**config.mk**
```make
export PLATFORM = sky130hd
export DESIGN_NAME = fpu_sched
export DESIGN_NICKNAME = d
export VERILOG_FILES = /design/src/rtl/fpu_pkg.sv /design/src/rtl/rr_arb2.sv /design/src/rtl/fpu_sched.sv
export SDC_FILE = /design/constraint.sdc
export NUM_CORES = 1
export LEC_CHECK = 0
export BUFFER_PORTS_ARGS = -buffer_cell sky130_fd_sc_hd__buf_2
export CORE_MARGIN = 2
export CORE_UTILIZATION = 35
export DETAILED_ROUTE_END_ITERATION = 10
export PLACE_DENSITY_LB_ADDON = 0.25
export REMOVE_ABC_BUFFERS = 1
export SLEW_MARGIN = 20
export SYNTH_ARGS = -nofsm -noshare
export SYNTH_HDL_FRONTEND = slang
export SYNTH_SLANG_ARGS = --single-unit
```
**constraint.sdc**
```tcl
create_clock -name clk -period 7.7 [get_ports clk]
set_clock_uncertainty 0.15 [all_clocks]
set_input_delay 0.385 -clock clk [delete_from_list [all_inputs] [get_ports clk]]
set_output_delay 0.385 -clock clk [all_outputs]
set_load 0.05 [all_outputs]
```
**src/rtl/fpu_pkg.sv**
```systemverilog
// Shared types for the FPU request scheduler: opcode enum, op count and FSM state.
package fpu_pkg;

  typedef enum logic [3:0] {
    FADD  = 4'd0,
    FSUB  = 4'd1,
    FMUL  = 4'd2,
    FDIV  = 4'd3,
    FSQRT = 4'd4,
    FTOI  = 4'd5,
    FEQ   = 4'd6,
    FLT   = 4'd7,
    FLE   = 4'd8,
    ITOF  = 4'd9
  } fpu_op_t;

  localparam int unsigned FPU_NUM_OPS = 10;

  typedef enum logic [1:0] {
    StIdle,
    StIssue,
    StWait,
    StDone
  } fpu_sched_state_t;

  function automatic logic op_legal(input logic [3:0] op);
    return op < 4'(FPU_NUM_OPS);
  endfunction

endpackage

```
**src/rtl/rr_arb2.sv**
```systemverilog
// Two-way round-robin grant: on contention the requester not granted last wins.
module rr_arb2 (
  input  logic [1:0] req_valid,
  input  logic       last_grant,
  output logic       grant,
  output logic       grant_valid
);

  always_comb begin
    grant_valid = |req_valid;
    if (&req_valid) begin
      grant = ~last_grant;
    end else begin
      grant = ~req_valid[0];
    end
  end

endmodule

```
**src/rtl/fpu_sched.sv**
```systemverilog
// Shares one FPU between two requesters: round-robin accept, issue, wait, respond.
// Optional FPU_TIMEOUT_EN adds a watchdog that aborts WAIT after TIMEOUT cycles.
module fpu_sched
  import fpu_pkg::*;
#(
  parameter int unsigned TIMEOUT = 64
) (
  input  logic             clk,
  input  logic             reset,
  input  logic [1:0]       req_valid,
  output logic [1:0]       req_ready,
  input  logic [1:0][3:0]  req_op,
  input  logic [1:0]       req_mode,
  input  logic [1:0][31:0] req_a,
  input  logic [1:0][31:0] req_b,
  output logic [1:0]       rsp_valid,
  output logic [31:0]      rsp_data,
  output logic             rsp_err,
  output logic [31:0]      fpu_a,
  output logic [31:0]      fpu_b,
  output logic [3:0]       fpu_control,
  output logic             fpu_mode,
  output logic             fpu_go,
  input  logic [31:0]      fpu_c,
  input  logic             fpu_valid
);

  fpu_sched_state_t state_q, state_d;
  logic        last_grant_q, last_grant_d;
  logic        owner_q, owner_d;
  logic [31:0] a_q, a_d;
  logic [31:0] b_q, b_d;
  logic [3:0]  ctrl_q, ctrl_d;
  logic        mode_q, mode_d;
  logic [31:0] result_q, result_d;
  logic        err_q, err_d;

  logic grant;
  logic grant_valid;

  rr_arb2 u_arb (
    .req_valid   (req_valid),
    .last_grant  (last_grant_q),
    .grant       (grant),
    .grant_valid (grant_valid)
  );

`ifdef FPU_TIMEOUT_EN
  localparam int unsigned CntW = $clog2(TIMEOUT + 1);
  logic [CntW-1:0] cnt_q, cnt_d;

  always_ff @(posedge clk or posedge reset) begin
    if (reset) begin
      cnt_q <= '0;
    end else begin
      cnt_q <= cnt_d;
    end
  end
`else
  logic unused_timeout;
  assign unused_timeout = (TIMEOUT == 0);
`endif

  always_ff @(posedge clk or posedge reset) begin
    if (reset) begin
      state_q      <= StIdle;
      last_grant_q <= 1'b1;
      owner_q      <= 1'b0;
      a_q          <= '0;
      b_q          <= '0;
      ctrl_q       <= '0;
      mode_q       <= 1'b0;
      result_q     <= '0;
      err_q        <= 1'b0;
    end else begin
      state_q      <= state_d;
      last_grant_q <= last_grant_d;
      owner_q      <= owner_d;
      a_q          <= a_d;
      b_q          <= b_d;
      ctrl_q       <= ctrl_d;
      mode_q       <= mode_d;
      result_q     <= result_d;
      err_q        <= err_d;
    end
  end

  always_comb begin
    state_d      = state_q;
    last_grant_d = last_grant_q;
    owner_d      = owner_q;
    a_d          = a_q;
    b_d          = b_q;
    ctrl_d       = ctrl_q;
    mode_d       = mode_q;
    result_d     = result_q;
    err_d        = err_q;
`ifdef FPU_TIMEOUT_EN
    cnt_d        = cnt_q;
`endif
    unique case (state_q)
      StIdle: begin
        if (grant_valid) begin
          owner_d = grant;
          a_d     = req_a[grant];
          b_d     = req_b[grant];
          ctrl_d  = req_op[grant];
          mode_d  = req_mode[grant];
          if (op_legal(req_op[grant])) begin
            state_d = StIssue;
          end else begin
            // Illegal opcodes are answered without ever starting the FPU.
            result_d = '0;
            err_d    = 1'b1;
            state_d  = StDone;
          end
        end
      end
      StIssue: begin
        state_d = StWait;
`ifdef FPU_TIMEOUT_EN
        cnt_d   = '0;
`endif
      end
      StWait: begin
        if (fpu_valid) begin
          result_d = fpu_c;
          err_d    = 1'b0;
          state_d  = StDone;
`ifdef FPU_TIMEOUT_EN
        end else if (cnt_q == CntW'(TIMEOUT)) begin
          result_d = '0;
          err_d    = 1'b1;
          state_d  = StDone;
        end else begin
          cnt_d = cnt_q + 1'b1;
`endif
        end
      end
      StDone: begin
        last_grant_d = owner_q;
        state_d      = StIdle;
      end
      default: state_d = StIdle;
    endcase
  end

  always_comb begin
    req_ready = '0;
    // Gated by reset so the accept strobe is low while reset is held.
    if (state_q == StIdle && grant_valid && !reset) begin
      req_ready[grant] = 1'b1;
    end
    rsp_valid = '0;
    if (state_q == StDone) begin
      rsp_valid[owner_q] = 1'b1;
    end
    fpu_go      = (state_q == StIssue);
    rsp_data    = result_q;
    rsp_err     = err_q;
    fpu_a       = a_q;
    fpu_b       = b_q;
    fpu_control = ctrl_q;
    fpu_mode    = mode_q;
  end

endmodule

```
# --- Word level (Yosys, flattened, before mapping) ---
# Cells that the tools add are included.
word_totals:
  register_bits: 106
  input_bits: 175
  out_inout_bits: 107
  wordCells: 61
op_classes:
  n_lt_le_gt_ge: 5
  eq_ne: 6
  mux: 27
  n_bitwise: 2
  n_reduce_logical: 12
op_table:
  columns: ["operator", "count"]
  rows:
  - ["$mux 32", 7]
  - ["$pmux 32 s2", 1]
  - ["$mux 2", 5]
  - ["$mux 1", 8]
  - ["$mux 4", 2]
  - ["$pmux 2 s4", 1]
  - ["$ne 2x2->1 const B", 3]
  - ["$reduce_and 2->1", 3]
  - ["$eq 2x2->1 const B", 2]
  - ["$logic_and 1x1->1", 4]
  - ["$lt 1x2->1 const B", 2]
  - ["$lt 4x4->1 const B", 1]
  - ["$reduce_and 4->1", 1]
  - ["$demux 1 s1", 2]
  - ["$eq 2x1->1 const B", 1]
  - ["$ge 1x1->1 const B", 2]
  - ["$logic_not 2->1", 1]
  - ["$not 1->1", 2]
  - ["$pmux 1 s2", 1]
  - ["$reduce_bool 2->1", 1]
  - ["$reduce_or 2->1", 1]
  - ["$logic_not 1->1", 1]

# --- Longest topological paths before layout ---
# Gate-level depths: netlist of run 1.
depth:
  ltp_word: 8
  ltp_mapped: 8
  depth_no_buf: 6

# --- Modules after synthesis ---
# A second synthesis of run 1 with hierarchy kept.
unflattened:
  cells_unflattened: 527
  area_unflattened_um2: 5311.3
modules_own_cells:
  columns: ["module", "n_inst", "cells_each", "area_each_um2", "seq_area_each_um2"]
  rows:
  - ["fpu_sched", 1, 524, 5296.3, 2653.8]
  - ["rr_arb2", 1, 3, 15.0, 0.0]

# --- Worst setup path after synthesis of run 1 ---
# Ideal clock, no wire load.
synth_path:
  kind: "input-to-output"
  from: "input port reset"
  to: "output port req_ready[0]"
  t_arrival_ns: 3.251
  required_time_ns: 7.165
  slack_ns: 3.914
  cell_stages: 2
  path_buffers: 0
  cell_sequence: "inv_1 > and2_1"
synth_via:
  elab_chain_cells: 3
synth_rtl:
  columns: ["element", "line_no", "text"]
  rows:
  - ["from (decl)", "fpu_sched.sv:9", "input logic reset,"]
  - ["$logic_not 1->1", "fpu_sched.sv:151", "if (state_q == StIdle && grant_valid && !reset) begin"]
  - ["$logic_and 1x1->1", "fpu_sched.sv:151", null]
  - ["$mux 2", "fpu_sched.sv:151", null]
  - ["to (decl)", "fpu_sched.sv:11", "output logic [1:0] req_ready,"]
# No other way between the ends.

# --- Worst setup path after layout of run 1 ---
layout_path:
  from: "register state_q[0]"
  to: "output port req_ready[1]"
layout_via:
  elab_chain_cells: 4
layout_rtl:
  columns: ["element", "line_no", "text"]
  rows:
  - ["from (decl)", "fpu_sched.sv:28", "fpu_sched_state_t state_q, state_d;"]
  - ["from (signal assigned)", "fpu_sched.sv:66", "state_q <= StIdle;"]
  - ["from (signal assigned)", "fpu_sched.sv:76", "state_q <= state_d;"]
  - ["$logic_not 2->1", "fpu_sched.sv:151", null]
  - ["$logic_and 1x1->1 (2 in series)", "fpu_sched.sv:151", null]
  - ["$mux 2", "fpu_sched.sv:151", null]
# No other way between the ends.

==> results of run 1 <==
## worst max-delay path: stages (launching register included)
cell     delay [ns]
dfrtp_1        0.41
inv_1          0.13
ha_1           0.16
buf_4          0.39
o21ai_4        0.08
buf_4          0.35
a21oi_4        0.20
buf_4          0.55
and2_1         0.21
buf_2          0.26
## per-layer routing
layer / share of wire / vias to the layer above
met5: 0 / -
met4: 0.018 / 0
met3: 0.081 / 20
met2: 0.51 / 232
met1: 0.39 / 2539
li1: - / 2312
## logic make-up after synthesis
group | after synthesis | synth area share
AO/OA/AOI/OAI | 179 | 0.319
adder cells (fa/ha/maj) | 5 | 0.0122
buffers and inverters | 119 | 0.0961
flip-flops | 106 | 0.516
multiplexers | 4 | 0.00803
AND/OR/NAND/NOR | 56 | 0.0487
## stage by stage
stage	setup WS [ns]	hold WS, ns
after global placement	4.48	0.316
after global routing	3.81	0.0289
after CTS	3.98	0.0142
after floorplan	1.25	0.350
after detailed placement	4.38	0.319
final	4.00	-0.0233
## worst min path at each step
| stage | startpoint | endpoint | slack, ns | depth (start not counted) |
|---|---|---|---|---|
| 6_report | reset | fpu_b[23] | -0.02 | 2 |
| 5_1_grt | reset | fpu_b[23] | 0.03 | 2 |
| 2_1_floorplan | state_q[1] | state_q[1] | 0.35 | 2 |
| 3_3_place_gp | fpu_a[0] | fpu_a[0] | 0.32 | 2 |
| 3_5_place_dp | fpu_a[0] | fpu_a[0] | 0.32 | 2 |
| 4_1_cts | reset | fpu_b[23] | 0.01 | 2 |
## power breakdown
group | leakage [nW] | switching (mW) | total, mW | internal (mW)
combinational | 2.32 | 1.53 | 2.08 | 0.547
clock | 0.163 | 0.202 | 0.505 | 0.303
sequential | 1.32 | 0.163 | 0.986 | 0.823
## sequential cells by signal, summed over array words and instances, names as in the netlist
name and cells:
fpu_a 32, fpu_b 32, fpu_control 4, fpu_mode 1, last_grant_q 1, owner_q 1
rsp_data 32, rsp_err 1, state_q 2
## synth_stat cells
cell type  count  share of area
nand2b_1       1         0.0012
buf_6          4         0.0088
nor2_1         3         0.0022
or3b_2         1         0.0017
mux2i_1        3         0.0058
o2111a_1       1         0.0022
dfstp_2        1         0.0051
a21oi_1        5         0.0049
buf_1          6         0.0044
o211ai_2      31          0.075
nor3b_1        2         0.0029
nor2b_1        1         0.0012
or2_2          1         0.0012
ha_1           5          0.012
inv_1         71          0.052
o21ai_1        1        0.00097
o21ai_0        6         0.0058
o31ai_1        1         0.0015
o2111ai_1      1         0.0017
a22oi_1       31          0.045
nand2b_2       1         0.0017
and3_1         1         0.0012
o211ai_1      35          0.051
a222oi_1      66           0.13
nor3_1         1        0.00097
clkbuf_1      24          0.018
mux2_2         1         0.0022
or2_1          1         0.0012
nand2_1       39          0.028
and2_1         3         0.0037
dfrtp_1      105           0.51
buf_2         14          0.014
nand3_1        1        0.00097
a21oi_2        1         0.0017
## layout make-up
type / instances / area share
clock inverters: 4 / 0.0106
diodes: 3 / 0.00107
flip-flops and latches: 106 / 0.379
clock buffers: 12 / 0.0367
repair buffers: 291 / 0.212
inverters: 71 / 0.0385
well taps: 184 / 0.0329
multi-input cells: 244 / 0.289
## layout by cell type, fill, tap and decap left out, types with 2 or more instances in the layout
master | Yosys | layout
a21oi_1 | 5 | 4
a222oi_1 | 66 | 66
a22oi_1 | 31 | 31
and2_1 | 3 | 3
buf_2 | 14 | 281
buf_4 | 0 | 10
bufinv_16 | 0 | 2
clkbuf_16 | 0 | 9
clkbuf_8 | 0 | 2
dfrtp_1 | 105 | 105
diode_2 | 0 | 3
ha_1 | 5 | 5
inv_1 | 71 | 70
mux2i_1 | 3 | 3
nand2_1 | 39 | 39
nor2_2 | 0 | 2
nor3b_1 | 2 | 2
o211ai_1 | 35 | 35
o211ai_2 | 31 | 31
o21ai_0 | 6 | 6
or2_2 | 1 | 2
==> summary.md, run 1 <==
| Metric | Value |
|---|---|
| Site row count | 44 |
| Tot Pwr | between 3 and 4 mW |
| Finished Core Util | 0.485 |
| RSZ-0062 raised after global routing | false |
| Fill count | between 1000 and 1500 |
| Vias per inst | about 5.6 |
| WL per Instance | roughly 18 um |
| Fmax | approximately 270 MHz |
| Die Y | between 100 and 150 um |
| First-pass GRT wire length | 26.0 mm |
| I/O Buffers | between 200 and 300 |
| Register area share after synthesis | 0.516 |
| Die Width | 125 um |
| Status | finished with violations |
| Worst R2R Setup Slack | roughly 4.8 ns |
| Worst r2r src | state_q[0] |
| Max Transition Viols Final | 0 |
| Worst hold slack | -0.0233 ns |
| CP Data Required Time | between 7 and 8 ns |
| Worst slew pin tran | around 1 ns |
| HP Class | input pin to asynchronous set/reset pin |
| DR DRC count | 0 |
| CTS root buf | clkbuf_16 |
| Ratio of cells with drive above 1 in the final layout | 0.481 |
| Setup crit end | req_ready[1] |
| Post-Syn Area per Cell | between 10 and 15 um2 |
| Sequential cell area | 2650 um2 |
| Post-Syn Area | 5140 um2 |
| Die Area | between 15000 and 20000 um2 |
| Top Usage Layer GRT | met2 |
| Tcrit/Tclk final | 0.480 |
| CP Data Arrival Time | about 3.2 ns |
| Synthesis-to-finish area growth | 36.0% |
| Yosys Warn Count | 0 |
| Pwr dens | between 500 and 600 nW/um2 |
| GRT Util Overall | 0.204 |
| Clk buf depth | 2 |
| CTS buffer count | 9 |
| Cells after Synth | 469 |
| Crit-path max FO | 74 |
| H-Tree Depth | 3 |
| NumNets Final | approximately 900 |
| Routability Congestion | 0.871 |
| Initial antenna violation count | 3 |
| Initial core utilization | 0.357 |
| GR Util met3 | 0.0475 |
| Max_cap viols | 0 |
| Critical path type | flip-flop to primary output |
| Worst-path clk slew | ~0.070 ns |
| CTS tree | done |
| Non-filler instance count after layout | roughly 900 |
| Placed Cells | 896 |
| Failing checks | hold timing |
| Final WL | 16.5 mm |
| Area occupied by multi-input gates | about 2000 um2 |
| GR Util met2 | 0.357 |
| Antenna Nets Post-Route | 0 |
| Clock latency at the later pin of the worst-skew pair | ~0.35 ns |
| Worst Setup SP | state_q[0] |
| Hold Violations, Final | 12 |
| Initial DRC count | about 560 |
| Placement-stage cell area | 6660 um2 |
| Pre-antenna DRT Iters | 9 |
| Core Region | 14400 um2 |
| Final setup viols | 0 |
| Largest net degree at the start of global routing | 75 |
| I/O pin count | about 280 |
| Post-CTS setup buffer count | 0 |
| Vias | a little over 5000 |
| Post_cts resized | 0 |
| Final instance area | approximately 7000 um2 |
| Slew headroom | 0.324 |
| Reg2Reg Capture Point | fpu_a[12] |
| Worst vdd ir | between 0.0002 and 0.00025 V |
| Clock sink count | about 110 |
| Post-CTS Hold Fix Bufs | 0 |
| #FFs+latches synth | approximately 110 |
| R2R cell count | 9 |
| Grt met1 use | 0.248 |
| Synth unique cells | 34 |
| Final min period | ~3.7 ns |
| Setup TNS | 0 ns |
| Leak | about 3.8 nW |
| Dpl hpwl | 11.5 mm |
| Grt ovf | 0 |
| Vias in the first global route | about 5000 |
| Startpoint Class | flip-flop |
| Crit end category | primary output |
(Power assumes the default switching activity.)
==> run 2, diff against run 1 <==
==> constraint.sdc (replaced) <==
create_clock -name clk -period 3.7 [get_ports clk]
set_clock_uncertainty 0.15 [all_clocks]
set_input_delay 0.185 -clock clk [delete_from_list [all_inputs] [get_ports clk]]
set_output_delay 0.185 -clock clk [all_outputs]
set_load 0.05 [all_outputs]
==> run 2 against run 1 <==
The flow now finishes without violations. Sequential power grew 110%. Critical path depth shrank 1. Die area did not move. Utilization increased by 11 points. Clock power is 94% higher. Sequential share of layout area down 7.2 points. Flip-flop and latch count stayed put. Non-clock buffer count grew 167. Largest power group unchanged.
==> summary.md, run 2 (synthesis results as in run 1) <==
| Metric | Value |
|---|---|
| Status | finished clean |
| Initial DRC count | between 600 and 700 |
| Critical path type | flip-flop to flip-flop |
| Clk buf depth | 2 |
| Post-CTS setup buffer count | 0 |
| Tot Pwr | between 8 and 9 mW |
| Pre-CTS setup slack | ~1 ns |
| Placed Cells | around 900 |
| Antenna Nets Post-Route | 0 |
| Grt ovf | 0 |
| Vias | 5939 |
| I/O Buffers | approximately 280 |
| Pwr dens | roughly 960 nW/um2 |
| RSZ-0062 raised after global routing | false |
| Worst vdd ir | between 0.0004 and 0.0005 V |
| Setup TNS | 0 ns |
| Die Area | 15700 um2 |
| Pre-antenna DRT Iters | 9 |
| Fill count | about 1200 |
| Slew headroom | 0.289 |
| Startpoint Class | flip-flop |
| Final instance area | 8650 um2 |
| Die Width | between 100 and 150 um |
| Commonest non-fill, non-tap cells in the layout | buf_2, dlygate4sd3_1, dfrtp_1 |
| Placement-stage cell area | approximately 6700 um2 |
| CTS buffer count | 9 |
| Site row count | 44 |
| Tcrit/Tclk final | 0.847 |
| Worst-path clk slew | around 0.07 ns |
| H-Tree Depth | 3 |
| Clock latency at the later pin of the worst-skew pair | 0.34 ns |
| CTS tree | done |
| Worst setup margin | 0.567 ns |
| Initial antenna violation count | 2 |
| Worst hold slack | about 0.011 ns |
| Finished Core Util | 0.599 |
| Max_cap viols | 0 |
| Clock sink count | between 100 and 150 |
| CP Data Required Time | 3.85 ns |
| NumNets Final | around 1100 |
| Hold Violations, Final | 0 |
| Final setup viols | 0 |
| Crit end category | flip-flop |
| WL per Instance | ~18 um |
| GRT Util Overall | 0.249 |
| Crit-path max FO | 40 |
| Largest net degree at the start of global routing | slightly below 70 |
| Vias per inst | 5.50 |
| Non-filler instance count after layout | 1080 |
| Leak | between 4 and 5 nW |
| Area occupied by multi-input gates | around 2000 um2 |
| CTS root buf | clkbuf_16 |
| Commonest non-fill, non-tap cell in the layout | buf_2 |
| Worst slew pin tran | 1.06 ns |
| Final min period | 3.13 ns |
| Core Region | between 10000 and 15000 um2 |
| Ratio of cells with drive above 1 in the final layout | 0.392 |
| Initial core utilization | 0.357 |
| Final WL | roughly 20 mm |
| CP Data Arrival Time | between 3 and 4 ns |
| Routability Congestion | roughly 0.84 |
| I/O pin count | approximately 280 |
| First-pass GRT wire length | 31.7 mm |
| Synthesis-to-finish area growth | 68.2% |
| Fmax | about 320 MHz |
| Dpl hpwl | ~12 mm |
| Sequential cell area | approximately 2700 um2 |
| Max Transition Viols Final | 0 |
| Vias in the first global route | just over 6000 |
| Die Y | around 130 um |
| HP Class | input pin to flip-flop |
| DR DRC count | 0 |
[run 2: cell types whose count changed in the layout (fill, tap and decap cells not counted), sizes merged]
cell,before,now
buf,291,292
bufinv,2,1
diode,3,1
dlygate4sd3,0,166
inv,71,72
[run 2: layout make-up]
class / instances / share of cell area
Clock inverter: 4 / 0.00564
Timing Repair Buffer: 458 / 0.366
Tap cell: 184 / 0.0266
Inverter: 71 / 0.0311
Clock buffer: 12 / 0.0297
Antenna cell: 1 / 0.000289
Multi-Input combinational cell: 244 / 0.234
Sequential cell: 106 / 0.307
[run 2: timing repair]
action	in CTS	in global routing
hold buffers	166	0
gates resized for setup	0	0
endpoints found under the setup margin	0	0
endpoints found under the hold margin	159	0
[run 2: worst paths after layout]
check / depth (start not counted) / from / endpoint / slack, ns
min reg2reg: 2 / fpu_control[1] / fpu_control[1] / 0.34
max: 8 / state_q[1] / fpu_a[11] / 0.57
min: 3 / req_op[1] / fpu_control[1] / 0.01
max reg2reg: 8 / state_q[1] / fpu_a[11] / 0.57
min in group asynchronous: 3 / reset / fpu_b[19] / 0.36
max in group asynchronous: 4 / reset / rsp_data[10] / 1.95
[run 2: critical path: stages, from the launching register on]
cell,delay [ns]
dfrtp_1,0.42
inv_1,0.12
ha_1,0.22
buf_4,0.40
and3_2,0.51
buf_4,0.38
a222oi_1,0.16
dlygate4sd3_1,0.64
inv_1,0.06
[run 2: routing by layer]
layer  vias to the layer above  track usage  routed length, um
met3                        69       0.0569               1520
met1                      2875        0.290               7280
met4                         2        0.131                907
li1                       2652            -                  -
met2                       341        0.426               9940
met5                         -            0                 13
[run 2: power by group]
part	switching, mW	total, mW	internal [mW]
clock	0.419	0.982	0.562
sequential	0.365	2.08	1.71
combinational	3.40	5.20	1.80
total	4.19	8.26	4.07
